[src/rtl/game_ctrl.sv]
// Tic-tac-toe turn sequencer: mode flags, 3x3 board, per-square colours,
// move validation and win/draw detection held until restart.
module game_ctrl #(
  parameter logic [11:0] COLOR_X = 12'hF00,
  parameter logic [11:0] COLOR_O = 12'h00F
) (
  input  logic         pclk,
  input  logic         rst,
  input  logic         start_req,
  input  logic         choice_valid,
  input  logic         choice_sym,
  input  logic         sel_valid,
  input  logic [3:0]   sel_idx,
  input  logic         restart,
  output logic         start_en,
  output logic         choice_en,
  output logic [8:0]   square_en,
  output logic [8:0]   owner,
  output logic [107:0] square_color,
  output logic         turn,
  output logic         sel_err,
  output logic         game_over,
  output logic [1:0]   winner,
  output logic [7:0]   win_line
);

  typedef enum logic [2:0] {
    S_IDLE,
    S_CHOICE,
    S_PLAY,
    S_CHECK,
    S_OVER
  } state_t;

  // Square masks: rows 0-2, cols 3-5, diag 0-4-8, diag 2-4-6
  localparam logic [8:0] LINE_M [8] = '{
    9'b000000111, 9'b000111000, 9'b111000000,
    9'b001001001, 9'b010010010, 9'b100100100,
    9'b100010001, 9'b001010100
  };

  state_t         r_state;
  logic           r_start_en;
  logic           r_choice_en;
  logic [8:0]     r_sq;
  logic [8:0]     r_own;
  logic [107:0]   r_color;
  logic           r_turn;
  logic           r_sel_err;
  logic           r_over;
  logic [1:0]     r_winner;
  logic [7:0]     r_line;
  logic [3:0]     r_cnt;

  logic [8:0]     w_sel_oh;
  logic           w_sel_ok;
  logic [7:0]     w_lines;
  logic [11:0]    w_mover_col;

  always_comb begin
    w_sel_oh = '0;
    for (int i = 0; i < 9; i++)
      w_sel_oh[i] = (sel_idx == 4'(i));
    w_sel_ok = (|w_sel_oh) && !(|(w_sel_oh & r_sq));
    w_lines = '0;
    for (int l = 0; l < 8; l++)
      w_lines[l] = ((r_sq & LINE_M[l]) == LINE_M[l]) &&
                   (((r_own & LINE_M[l]) == LINE_M[l]) ||
                    ((r_own & LINE_M[l]) == 9'd0));
    w_mover_col = r_turn ? COLOR_O : COLOR_X;
  end

  always_ff @(posedge pclk or negedge rst) begin
    if (!rst) begin
      r_state     <= S_IDLE;
      r_start_en  <= 1'b0;
      r_choice_en <= 1'b0;
      r_sq        <= '0;
      r_own       <= '0;
      r_color     <= '0;
      r_turn      <= 1'b0;
      r_sel_err   <= 1'b0;
      r_over      <= 1'b0;
      r_winner    <= '0;
      r_line      <= '0;
      r_cnt       <= '0;
    end else if (restart) begin
      r_state     <= S_IDLE;
      r_start_en  <= 1'b0;
      r_choice_en <= 1'b0;
      r_sq        <= '0;
      r_own       <= '0;
      r_color     <= '0;
      r_turn      <= 1'b0;
      r_sel_err   <= 1'b0;
      r_over      <= 1'b0;
      r_winner    <= '0;
      r_line      <= '0;
      r_cnt       <= '0;
    end else begin
      r_sel_err <= 1'b0;
      unique case (r_state)
        S_IDLE: begin
          if (start_req) begin
            r_state     <= S_CHOICE;
            r_start_en  <= 1'b1;
            r_choice_en <= 1'b1;
          end
        end
        S_CHOICE: begin
          if (choice_valid) begin
            r_state     <= S_PLAY;
            r_choice_en <= 1'b0;
            r_turn      <= choice_sym;
          end
        end
        S_PLAY: begin
          if (sel_valid) begin
            if (w_sel_ok) begin
              r_state <= S_CHECK;
              r_sq    <= r_sq | w_sel_oh;
              r_own   <= r_turn ? (r_own | w_sel_oh)
                                : (r_own & ~w_sel_oh);
              r_cnt   <= r_cnt + 4'd1;
              for (int i = 0; i < 9; i++)
                if (w_sel_oh[i])
                  r_color[12*i +: 12] <= w_mover_col;
            end else begin
              r_sel_err <= 1'b1;
            end
          end
        end
        S_CHECK: begin
          if (|w_lines) begin
            r_state  <= S_OVER;
            r_over   <= 1'b1;
            r_winner <= r_turn ? 2'b10 : 2'b01;
            r_line   <= w_lines;
          end else if (r_cnt == 4'd9) begin
            r_state  <= S_OVER;
            r_over   <= 1'b1;
            r_winner <= 2'b11;
            r_line   <= '0;
          end else begin
            r_state <= S_PLAY;
            r_turn  <= ~r_turn;
          end
        end
        S_OVER: ;
        default: r_state <= S_IDLE;
      endcase
    end
  end

  assign start_en     = r_start_en;
  assign choice_en    = r_choice_en;
  assign square_en    = r_sq;
  assign owner        = r_own;
  assign square_color = r_color;
  assign turn         = r_turn;
  assign sel_err      = r_sel_err;
  assign game_over    = r_over;
  assign winner       = r_winner;
  assign win_line     = r_line;

endmodule

[config.mk]
export PLATFORM = sky130hd
export DESIGN_NAME = game_ctrl
export DESIGN_NICKNAME = d
export VERILOG_FILES = /design/src/rtl/game_ctrl.sv
export SDC_FILE = /design/constraint.sdc
export NUM_CORES = 1
export LEC_CHECK = 0
export BUFFER_PORTS_ARGS = -buffer_cell sky130_fd_sc_hd__buf_2
export CORE_MARGIN = 2
export CORE_UTILIZATION = 53
export DETAILED_ROUTE_END_ITERATION = 7
export PLACE_DENSITY = 0.87
export SYNTH_ARGS = -nofsm -noshare
export SYNTH_HDL_FRONTEND = slang
export SYNTH_SLANG_ARGS = --single-unit
[constraint.sdc]
create_clock -name pclk -period 6.1 [get_ports pclk]
set_input_delay 1.22 -clock pclk [delete_from_list [all_inputs] [get_ports pclk]]
set_output_delay 1.22 -clock pclk [all_outputs]
set_load 0.02 [all_outputs]
---- After elaboration in Yosys (flattened, before gate mapping) ----
Cells that the tools add are included.
word-level totals
  register bits ........................... 148
  latch bits .............................. 0
  memory bits (writable) .................. 0
  memory bits (read-only) ................. 0
  input bits .............................. 11
  output and inout port bits .............. 141
  memories kept ........................... 0
cells by class
  add/subtract/negate cells ............... 1
  $mul .................................... 0
  div/mod/pow operators ................... 0
  $lt $le $gt $ge ......................... 0
  eq/ne operators ......................... 36
  shifts and indexed selects .............. 0
  multiplexer cells ....................... 63
  bitwise operators ....................... 6
  reduce and logical (&&, ||, !) cells .... 64
operators by type and width
  operator                                       number
  2-to-1 mux 108 bit                             4
  2-to-1 mux 12 bit                              10
  2-to-1 mux 9 bit                               9
  zero test 9 bit                                8
  == test 3 bit, second input constant           17
  AND reduction 4 bit                            10
  2-to-1 mux 8 bit                               4
  nonzero test 2 bit                             15
  2-to-1 mux 3 bit                               7
  AND 9 bit                                      2
  inequality test 3 bit, second input constant   6
  OR 9 bit                                       2
  OR reduction 9 bit                             2
  2-to-1 mux 1 bit                               17
  == test 4 x 3 -> 1 bit, second input constant  4
  2-to-1 mux 4 bit                               4
  case mux 3 bit (5 select lines)                1
  2-to-1 mux 2 bit                               5
  logical AND 1 bit                              9
  NOT 9 bit                                      1
  nonzero test 3 bit                             3
  == test 4 x 2 -> 1 bit, second input constant  2
  == test 4 bit, second input constant           2
  logical OR 1 bit                               8
  other kinds (14)                               18

---- Depth between registers and ports, before layout ----
Gate-level depths: netlist (run 1).
  word-level depth ........................ 9
  mapped depth ............................ 7
  depth with buffers taken out ............ 6

---- Worst setup path before layout (run 1) ----
Ideal clock, no wire load.
  kind .................................... input port to flip-flop
  start point ............................. input port sel_idx[0]
  end point ............................... register r_own[1] (netlist: owner[1])
  setup time .............................. 0.128 ns
  arrival time ............................ 2.886 ns
  slack ................................... 3.086 ns
  stages .................................. 6
  path buffers ............................ 1
  cell sequence ........................... clkbuf_8 -> or4b_4 -> o32ai_4 -> nand3_4 -> nor4_4 -> mux2_1
on the way
  longest elaborated chain between the ends .. 8
RTL lines
  item                    RTL line  text
  from (decl)             13        input logic [3:0] sel_idx,
  == test 4 x 1 -> 1 bit  63        w_sel_oh[i] = (sel_idx == 4'(i));
  NOT 9 bit               123       : (r_own & ~w_sel_oh);
  AND 9 bit               123
  2-to-1 mux 9 bit        122       r_own <= r_turn ? (r_own | w_sel_oh)
  2-to-1 mux 9 bit        119       if (w_sel_ok) begin
  2-to-1 mux 9 bit        118       if (sel_valid) begin
  2-to-1 mux 9 bit        102       unique case (r_state)
  2-to-1 mux 9 bit        87        end else if (restart) begin
  to (signal assigned)    122
  to (decl)               46        logic [8:0] r_own;
Parallel ways exist; a longest one is shown, timed or not. The select of a mux whose other input is x is not followed.
A chain may end at the register's enable or synchronous reset.

---- Final worst setup path (run 1) ----
  start point ............................. input port sel_idx[1]
  end point ............................... register r_own[1] (netlist: owner[1])
The elaborated chain is that of the path after synthesis.

==> flow_metrics.env, run 1 <==
export IMPL_fp_dieW_um=87.34
export IMPL_cts_tree="built"
export IMPL_antenna_found_initial=0
export IMPL_status="finished clean"
export IMPL_grt_start_max_net_pins=59
export IMPL_grt_usage_pct=23.41
export IMPL_routed_wire_length_per_instance_um=16.46
export IMPL_crit_path_start_kind="input port"
export IMPL_dp_hpwl_um=6143
export IMPL_gp_congestion=0.9362
export IMPL_firstDrtPassIters=4
export IMPL_crit_start="sel_idx[1]"
export IMPL_grt_pass1_vias=2665
export IMPL_end_kind="flip-flop"
export IMPL_drv_cap=0
export IMPL_dp_cells=501
export IMPL_h_tree_depth=3
export IMPL_ys_seq_elements=58
export IMPL_powerDensity_mw_per_mm2=219.7
export IMPL_n_antenna_cell=0
export IMPL_numCtsBuffers=9
export IMPL_ctsRootBufferMaster="clkbuf_8"
export IMPL_finalSetupTns_ps=0
export IMPL_drive_above_1_share_pct=36.61
export IMPL_yosysUniqueCellTypes=60
export IMPL_dieArea_mm2=0.007628
export IMPL_synth_top_cell_area_share_pct=39.43
export IMPL_worst_slew_pin_transition_ps=1135
export IMPL_start_util_pct=54.48
export IMPL_synth_flop_cell="dfrtp_1"
export IMPL_fin_crit_sh_pct=48.65
export IMPL_vias=2878
export IMPL_criticalPathCategory="in2reg"
export IMPL_final_min_clock_period_ps=2968
export IMPL_skew_ps=7.613
export IMPL_worstPathMaxFanout=9
export IMPL_netlist_area_mm2=0.003681
export IMPL_min_from="game_over$_DFFE_PN0P_"
export IMPL_yosysWarnings=0
export IMPL_ctsHoldBuffers=0
export IMPL_syn_avg_cell_area_um2=9.790
export IMPL_vias_per_cell=5.567
export IMPL_yosysTopAreaCell="dfrtp_1"
export IMPL_drt_iter0_markers=174
export IMPL_finalHoldViolCount=0
export IMPL_remaining_drc_errors=0
export IMPL_rr_startpoint="owner[4]$_DFFE_PN0P_"
export IMPL_ff_latch_area_mm2=0.001451
export IMPL_core_area_mm2=0.006756
export IMPL_fin_cells=517
export IMPL_p_leak_nw=2.218
export IMPL_cts_setup_buffers=0
export IMPL_wl_um=8509
export IMPL_fillers=581
export IMPL_ys_seq_area_share_pct=39.43
export IMPL_critPathRequiredTime_ps=6320
export IMPL_fin_nets=445
export IMPL_syn_inst=376
export IMPL_clock_latency_ps=340
export IMPL_grt_pass1_wl_um=13550
export IMPL_grt_ovfl_total=0
export IMPL_multi_input_area_mm2=0.001572
export IMPL_clk_pin_slew_worst_paths_ps=60
export IMPL_ir_worst_vdd_uv=130.2
export IMPL_synth_area_leaders="dfrtp_1 (39%), buf_4 (19%), mux2i_1 (4.1%)"
export IMPL_final_util_pct=58.57
export IMPL_clock_fmax_ghz=0.3370
export IMPL_synth_edf_count=0
export IMPL_async_reset_ff_share_pct=100.0
export IMPL_max_slew_margin_pct=23.61
export IMPL_clock_sinks=58
export IMPL_port_buffers=115
export IMPL_cp_arrival_ps=3190
export IMPL_rsz0062_at_grt="no"
export IMPL_ant_nets=0
export IMPL_dieHeight_um=87.34
export IMPL_post_cts_resized=0
export IMPL_ios=152
export IMPL_maxSlewViolCount=0
export IMPL_setup_viol=0
export IMPL_clk_path_buf_depth=2
export IMPL_syn_to_final_growth_pct=7.512
export IMPL_num_rows=30
export IMPL_hold_path_class="reg2reg"
==> stage by stage <==
stage | setup WS, ps | total power, mW | hold WS (ps) | area [µm²]
floorplan | 3086 | 0.4776 | 522.4 | 3812
global placement | 2929 | 0.4812 | 465.7 | 3740
detailed placement | 2853 | 0.4840 | 467.3 | 3740
CTS | 3183 | 0.8745 | 482.5 | 3958
global route | 2990 | 0.9019 | 507.9 | 3958
finish | 3132 | 0.8697 | 482.2 | 3958
==> sequential cells by signal, indices dropped and copies added, names as in the netlist <==
| signal | flops |
|---|---|
| square_color | 18 |
| owner | 9 |
| square_en | 9 |
| win_line | 8 |
| r_cnt | 4 |
| r_state | 3 |
| winner | 2 |
| choice_en | 1 |
| game_over | 1 |
| sel_err | 1 |
| start_en | 1 |
| turn | 1 |
==> Yosys cell counts (6+ instances only) <==
library cell / count
a32o_1: 6
nand2_1: 14
a21oi_1: 22
nor2_1: 15
nand3_1: 23
clkbuf_1: 10
mux2i_1: 15
o21a_1: 6
dfrtp_1: 58
nor2b_1: 12
buf_4: 91
or3_1: 10
inv_1: 9
mux2_2: 9
==> cell families (layout without fill, tap and decap cells) <==
| group | Yosys count | in the layout | synth area share (%) |
|---|---|---|---|
| AOI/OAI and AO/OA | 56 | 56 | 11.12 |
| DFF | 58 | 58 | 39.43 |
| adders and majority gates | 2 | 2 | 0.6797 |
| other | 1 | 36 | 0.1019 |
| buffers and inverters | 115 | 141 | 21.45 |
| and+or+nand+nor | 116 | 116 | 19.31 |
| muxes | 26 | 26 | 7.444 |
| xor gates and xnor gates | 2 | 2 | 0.4760 |
==> critical path: stages <==
cell and delay, ps:
buf_2 160, mux2_2 360, a311oi_1 580, nand3_4 190, nor4_4 310, mux2_1 370
==> placed cells by master (no fill, tap or decap), drive strengths merged, types with 3 or more instances in the layout <==
cell type / synthesis / routed
a21oi: 22 / 22
a31o: 3 / 3
a32o: 6 / 6
and3: 4 / 4
buf: 94 / 116
clkbuf: 11 / 10
clkinv: 0 / 4
conb: 1 / 36
dfrtp: 58 / 58
inv: 9 / 9
mux2: 11 / 11
mux2i: 15 / 15
nand2: 14 / 14
nand3: 24 / 24
nand3b: 4 / 4
nand4: 4 / 4
nand4b: 3 / 3
nor2: 19 / 19
nor2b: 12 / 12
nor3: 3 / 3
nor4: 5 / 5
o21a: 6 / 6
o21ai: 4 / 4
or2: 4 / 4
or3: 10 / 10
==> routing by layer <==
layer / up-vias / wire, µm / GRT usage [%] / share of wire, %
li1: 1304 / - / - / -
met1: 1392 / 3448 / 30.30 / 41
met2: 160 / 4145 / 37.33 / 49
met3: 22 / 724 / 6.161 / 8.5
met4: 0 / 191 / 9.510 / 2.2
met5: - / 0 / 0 / 0
==> worst paths after layout <==
check | endpoint | slack (ps) | cells past startpoint
worst max-delay path | owner[1]$_DFFE_PN0P_ | 3130 | 6
worst min-delay path | game_over$_DFFE_PN0P_ | 480 | 1
worst max register to register | r_state[2]$_DFFE_PN0P_ | 3670 | 5
worst min register to register | game_over$_DFFE_PN0P_ | 480 | 1
max in group asynchronous | square_color[27]$_DFFE_PN0P_ | 4600 | 2
min in group asynchronous | r_cnt[2]$_DFFE_PN0P_ | 1010 | 2
==> where the power goes <==
group,internal [mW],leakage (nW),switching (mW)
clock,0.238,0.116,0.154
combinational,0.0186,1.30,0.0620
sequential,0.390,0.805,0.00684
==> final cells by class <==
class,instances,area share [%]
Tap cell,80,2.529
Sequential cell,58,36.67
Inverter,9,0.8536
Multi-Input combinational cell,238,39.71
Clock inverter,6,2.023
Clock buffer,10,3.478
Timing Repair Buffer,116,14.73
(Power assumes the default switching activity.)
==> run 2: changes to the inputs <==
Settings changed: CORE_UTILIZATION 53 to 49, PLACE_DENSITY 0.87 to 0.81.
Clock period 6.1 ns to 2.8 ns, I/O delays scaled along.
==> run 2 against run 1 <==
  * First-iteration DRC count up 36%
  * Total power is 100% higher
  * Core utilization decreased by 3.6 points
  * Non-clock buffer count rose by 3
  * Setup slack got worse by 2800 ps
  * Global-route usage down 2.3 points
  * Clock skew is 2.4 ps lower
  * Clock-buffer cell count is 4 higher
  * Critical path type is now reg2reg
  * Combinational power is 120% higher
  * Sequential share of layout area is 0.29 points lower
==> flow_metrics.env, run 2 (synthesized netlist as in run 1, its figures left out) <==
export IMPL_routed_wire_length_per_instance_um=15.71
export IMPL_finalSetupTns_ps=0
export IMPL_ios=152
export IMPL_clock_fmax_ghz=0.4107
export IMPL_fin_cells=538
export IMPL_powerDensity_mw_per_mm2=442.7
export IMPL_fin_ws_ps=365.2
export IMPL_firstDrtPassIters=4
export IMPL_h_tree_depth=3
export IMPL_r2r_slack_ps=370
export IMPL_final_common_cell="buf_2"
export IMPL_worstPathMaxFanout=10
export IMPL_start_util_pct=50.75
export IMPL_criticalPathCategory="reg2reg"
export IMPL_dieHeight_um=90.68
export IMPL_final_util_pct=54.99
export IMPL_vias=2845
export IMPL_clk_pin_slew_worst_paths_ps=60
export IMPL_wl_um=8453
export IMPL_p_leak_nw=2.217
export IMPL_switching_share_pct=25.91
export IMPL_intPower_mw=1.308
export IMPL_maxSlewViolCount=0
export IMPL_layout_common_cells="buf_2 (115), dfrtp_1 (58), conb_1 (36)"
export IMPL_whs_ps=275.2
export IMPL_dpl_cell_area_mm2=0.003799
export IMPL_num_rows=31
export IMPL_critPathRequiredTime_ps=3020
export IMPL_post_cts_resized=0
export IMPL_port_buffers=115
export IMPL_skew_ps=5.253
export IMPL_fin_area_mm2=0.003989
export IMPL_gp_congestion=0.8910
export IMPL_cts_setup_buffers=0
export IMPL_p_seq_share_pct=49.0
export IMPL_grt_usage_pct=21.12
export IMPL_hold_path_class="in2async"
export IMPL_final_min_clock_period_ps=2435
export IMPL_post_place_ws_ps=275.4
export IMPL_grt_pass1_vias=2625
export IMPL_cp_arrival_ps=2660
export IMPL_remaining_drc_errors=0
export IMPL_status="finished clean"
export IMPL_ant_nets=0
export IMPL_n_antenna_cell=0
export IMPL_ctsHoldBuffers=0
export IMPL_dp_hpwl_um=6368
export IMPL_dp_cells=523
export IMPL_grt_start_max_net_pins=31
export IMPL_max_slew_margin_pct=27.15
export IMPL_cts_tree="built"
export IMPL_fin_nets=448
export IMPL_numCtsBuffers=9
export IMPL_power_share_clock_pct=40.8
export IMPL_grt_pass1_wl_um=13790
export IMPL_crit_path_start_kind="flip-flop"
export IMPL_power_mw=1.766
export IMPL_fin_crit_sh_pct=86.96
export IMPL_antenna_found_initial=0
export IMPL_grt_ovfl_total=0
export IMPL_end_kind="flip-flop"
export IMPL_clk_path_buf_depth=2
export IMPL_ctsRootBufferMaster="clkbuf_8"
export IMPL_clock_latency_ps=330
export IMPL_largest_reg_flops=18
export IMPL_dieArea_mm2=0.008222
export IMPL_rsz0062_at_grt="no"
export IMPL_core_area_mm2=0.007253
export IMPL_clock_sinks=58
export IMPL_finalHoldViolCount=0
export IMPL_vias_per_cell=5.288
export IMPL_worst_slew_pin_transition_ps=1083
export IMPL_setup_viol=0
export IMPL_switchingPower_mw=0.4575
export IMPL_ir_worst_vdd_uv=258.5
export IMPL_syn_to_final_growth_pct=8.362
export IMPL_fp_dieW_um=90.68
export IMPL_p_comb_share_pct=10.2
export IMPL_drv_cap=0
export IMPL_drive_above_1_share_pct=36.67
export IMPL_drt_iter0_markers=237
## run 2: cell count changes in the layout (fill, tap and decap cells not counted)
cell / change
clkbuf_1: +1
buf_12: +1
clkbuf_8: +3
clkinv_2: -4
clkinvlp_4: +1
bufinv_16: -2
buf_4: +2
## run 2: cell type report
cell class	count	area (µm²)
Sequential cell	58	1451
Tap cell	99	123.9
Timing Repair Buffer	119	618.1
Fill cell	665	3264
Inverter	9	33.78
Clock buffer	14	182.7
Clock inverter	1	7.507
Multi-Input combinational cell	238	1572
## run 2: power groups by stage
stage / clock network, mW / registers (mW) / logic, mW
after floorplan: 0 / 0.885 / 0.156
after global placement: 0 / 0.879 / 0.175
after detailed placement: 0 / 0.881 / 0.179
after CTS: 0.740 / 0.865 / 0.180
after global routing: 0.782 / 0.867 / 0.198
final: 0.721 / 0.866 / 0.180
## run 2: path summary, 6_finish.rpt
check,start,end,cells after the start
min,rst,square_color[46]$_DFFE_PN0P_,1
max in group asynchronous,rst,square_color[99]$_DFFE_PN0P_,2
max reg2reg,owner[4]$_DFFE_PN0P_,r_state[2]$_DFFE_PN0P_,5
min reg2reg,game_over$_DFFE_PN0P_,game_over$_DFFE_PN0P_,1
min in group pclk,game_over$_DFFE_PN0P_,game_over$_DFFE_PN0P_,1
max,owner[4]$_DFFE_PN0P_,r_state[2]$_DFFE_PN0P_,5
## run 2: worst max-delay path: stages (launching register included)
cell and delay, ps:
dfrtp_1 530, or3_1 160, a21oi_1 90, nor4_1 930
a31oi_1 310, a31o_2 300
## run 2: per-layer routing
| metal | share of wire [%] | vias to the layer above | GRT usage, % |
|---|---|---|---|
| li1 | - | 1322 | - |
| met1 | 41 | 1372 | 27.67 |
| met2 | 49 | 141 | 34.58 |
| met3 | 8.6 | 10 | 4.841 |
| met4 | 1.6 | 0 | 7.051 |
| met5 | 0 | - | 0 |
==> run 3: changes to the inputs <==
Settings changed: PLACE_DENSITY 0.81 to 0.85.
==> run 3 against run 2 <==
  * Hold slack got worse by 150 ps
  * Core utilization is 0.12 points higher
  * Clock power grew 10%
  * Flip-flop and latch count stayed put
  * Register-to-register slack is essentially flat
  * Sequential share of layout area is 0.080 points lower
  * Setup slack better by 5.5 ps
  * Global-route usage decreased by 0.14 points
  * Final cell count grew 0.37%
  * Fmax up 0.23%
==> flow_metrics.env, run 3 (synthesized netlist as in run 1, its figures left out) <==
export IMPL_dp_hpwl_um=6440
export IMPL_rr_startpoint="owner[4]$_DFFE_PN0P_"
export IMPL_fillers=651
export IMPL_fin_area_mm2=0.003998
export IMPL_critPathRequiredTime_ps=3030
export IMPL_finalSetupTns_ps=0
export IMPL_crit_path_start_kind="flip-flop"
export IMPL_rr_worst_depth=5
export IMPL_gp_congestion=0.9355
export IMPL_skew_ps=6.132
export IMPL_fin_ws_ps=370.7
export IMPL_ios=152
export IMPL_cts_setup_buffers=0
export IMPL_maxSlewViolCount=0
export IMPL_fin_nets=449
export IMPL_layout_common_cells="buf_2 (115), dfrtp_1 (58), conb_1 (36)"
export IMPL_setup_viol=0
export IMPL_final_common_cell="buf_2"
export IMPL_powerDensity_mw_per_mm2=460.0
export IMPL_start_util_pct=50.75
export IMPL_largest_reg_flops=18
export IMPL_clk_pin_slew_worst_paths_ps=70
export IMPL_numCtsBuffers=9
export IMPL_grt_pass1_vias=2564
export IMPL_final_min_clock_period_ps=2429
export IMPL_h_tree_depth=3
export IMPL_dpl_cell_area_mm2=0.003794
export IMPL_grt_start_max_net_pins=23
export IMPL_vias_per_cell=5.433
export IMPL_p_leak_nw=2.227
export IMPL_core_area_mm2=0.007253
export IMPL_antenna_found_initial=0
export IMPL_grt_ovfl_total=0
export IMPL_hold_path_class="in2async"
export IMPL_power_mw=1.839
export IMPL_finalHoldViolCount=0
export IMPL_firstDrtPassIters=5
export IMPL_worstPathMaxFanout=10
export IMPL_drive_above_1_share_pct=37.19
export IMPL_max_slew_margin_pct=26.22
export IMPL_drt_iter0_markers=378
export IMPL_r2r_slack_ps=370
export IMPL_whs_ps=127.4
export IMPL_clock_fmax_ghz=0.4116
export IMPL_grt_usage_pct=20.98
export IMPL_ctsHoldBuffers=0
export IMPL_worst_slew_pin_transition_ps=1097
export IMPL_routed_wire_length_per_instance_um=15.81
export IMPL_grt_pass1_wl_um=13580
export IMPL_end_kind="flip-flop"
export IMPL_drv_cap=0
export IMPL_clock_sinks=58
export IMPL_fp_dieW_um=90.68
export IMPL_post_cts_resized=0
export IMPL_vias=2934
export IMPL_cts_tree="built"
export IMPL_ir_worst_vdd_uv=281.6
export IMPL_dieArea_mm2=0.008222
export IMPL_r2r_end="r_state[2]$_DFFE_PN0P_"
export IMPL_port_buffers=115
export IMPL_n_antenna_cell=0
export IMPL_fin_crit_sh_pct=86.76
export IMPL_clock_latency_ps=340
export IMPL_clk_path_buf_depth=2
export IMPL_syn_to_final_growth_pct=8.599
export IMPL_post_place_ws_ps=239.9
export IMPL_ctsRootBufferMaster="clkbuf_8"
export IMPL_wl_um=8538
export IMPL_remaining_drc_errors=0
export IMPL_cp_arrival_ps=2660
export IMPL_status="finished clean"
export IMPL_num_rows=31
export IMPL_dieHeight_um=90.68
export IMPL_ant_nets=0
export IMPL_rsz0062_at_grt="no"
export IMPL_criticalPathCategory="reg2reg"
run 3: changes by cell type in the layout (fill, tap and decap cells not counted):
cell	before	now
buf_12	1	0
buf_4	3	5
bufinv_16	0	1
clkbuf_1	1	0
clkbuf_8	13	11
clkinv_2	0	3
run 3: area by class of cell:
type                       instances  area [µm²]  share of cell area (%)
clock buffer                      11       151.4                   3.787
tap                               99       123.9                   3.099
inverter                           9       33.78                  0.8451
multi-input combinational        238        1572                   39.31
sequential                        58        1451                   36.31
clock inverter                     5       52.55                   1.315
timing repair buffer             120       613.1                   15.34
run 3: stage by stage:
stage / util (%) / instances
after global placement: 52.30 / 524
after detailed placement: 52.30 / 524
after floorplan: - / 411
after global routing: 55.11 / 540
final: 55.11 / 540
after CTS: 55.11 / 540
run 3: power by group:
group | internal [mW] | total (mW) | switching (mW)
Clock | 0.454 | 0.794 | 0.340
Combinational | 0.0438 | 0.180 | 0.136
Sequential | 0.850 | 0.865 | 0.0150
Total | 1.35 | 1.84 | 0.491
run 3: worst max-delay path by stage:
stage                         startpoint  slack [ps]  cells past startpoint                      to
global route        owner[4]$_DFFE_PN0P_         110                      5  r_state[2]$_DFFE_PN0P_
finish              owner[4]$_DFFE_PN0P_         370                      5  r_state[2]$_DFFE_PN0P_
global placement              sel_idx[3]         340                      6    owner[5]$_DFFE_PN0P_
detailed placement            sel_idx[3]         240                      6    owner[5]$_DFFE_PN0P_
CTS                 owner[4]$_DFFE_PN0P_         410                      5  r_state[2]$_DFFE_PN0P_
floorplan                     sel_idx[0]         450                      6    owner[1]$_DFFE_PN0P_
run 3: critical path: stages, from the launching register on:
cell and delay [ps]:
dfrtp_1 520, or3_1 180, a2111oi_2 80, nor4_1 920, a31oi_1 320, a31o_2 300
run 3: per-layer routing:
layer  track usage, %  share of wire (%)  vias up
met4            8.974                2.0        0
met1            28.01                 41     1431
li1                 -                  -     1315
met3            4.007                8.9       24
met5                0                  0        -
met2            33.40                 48      164
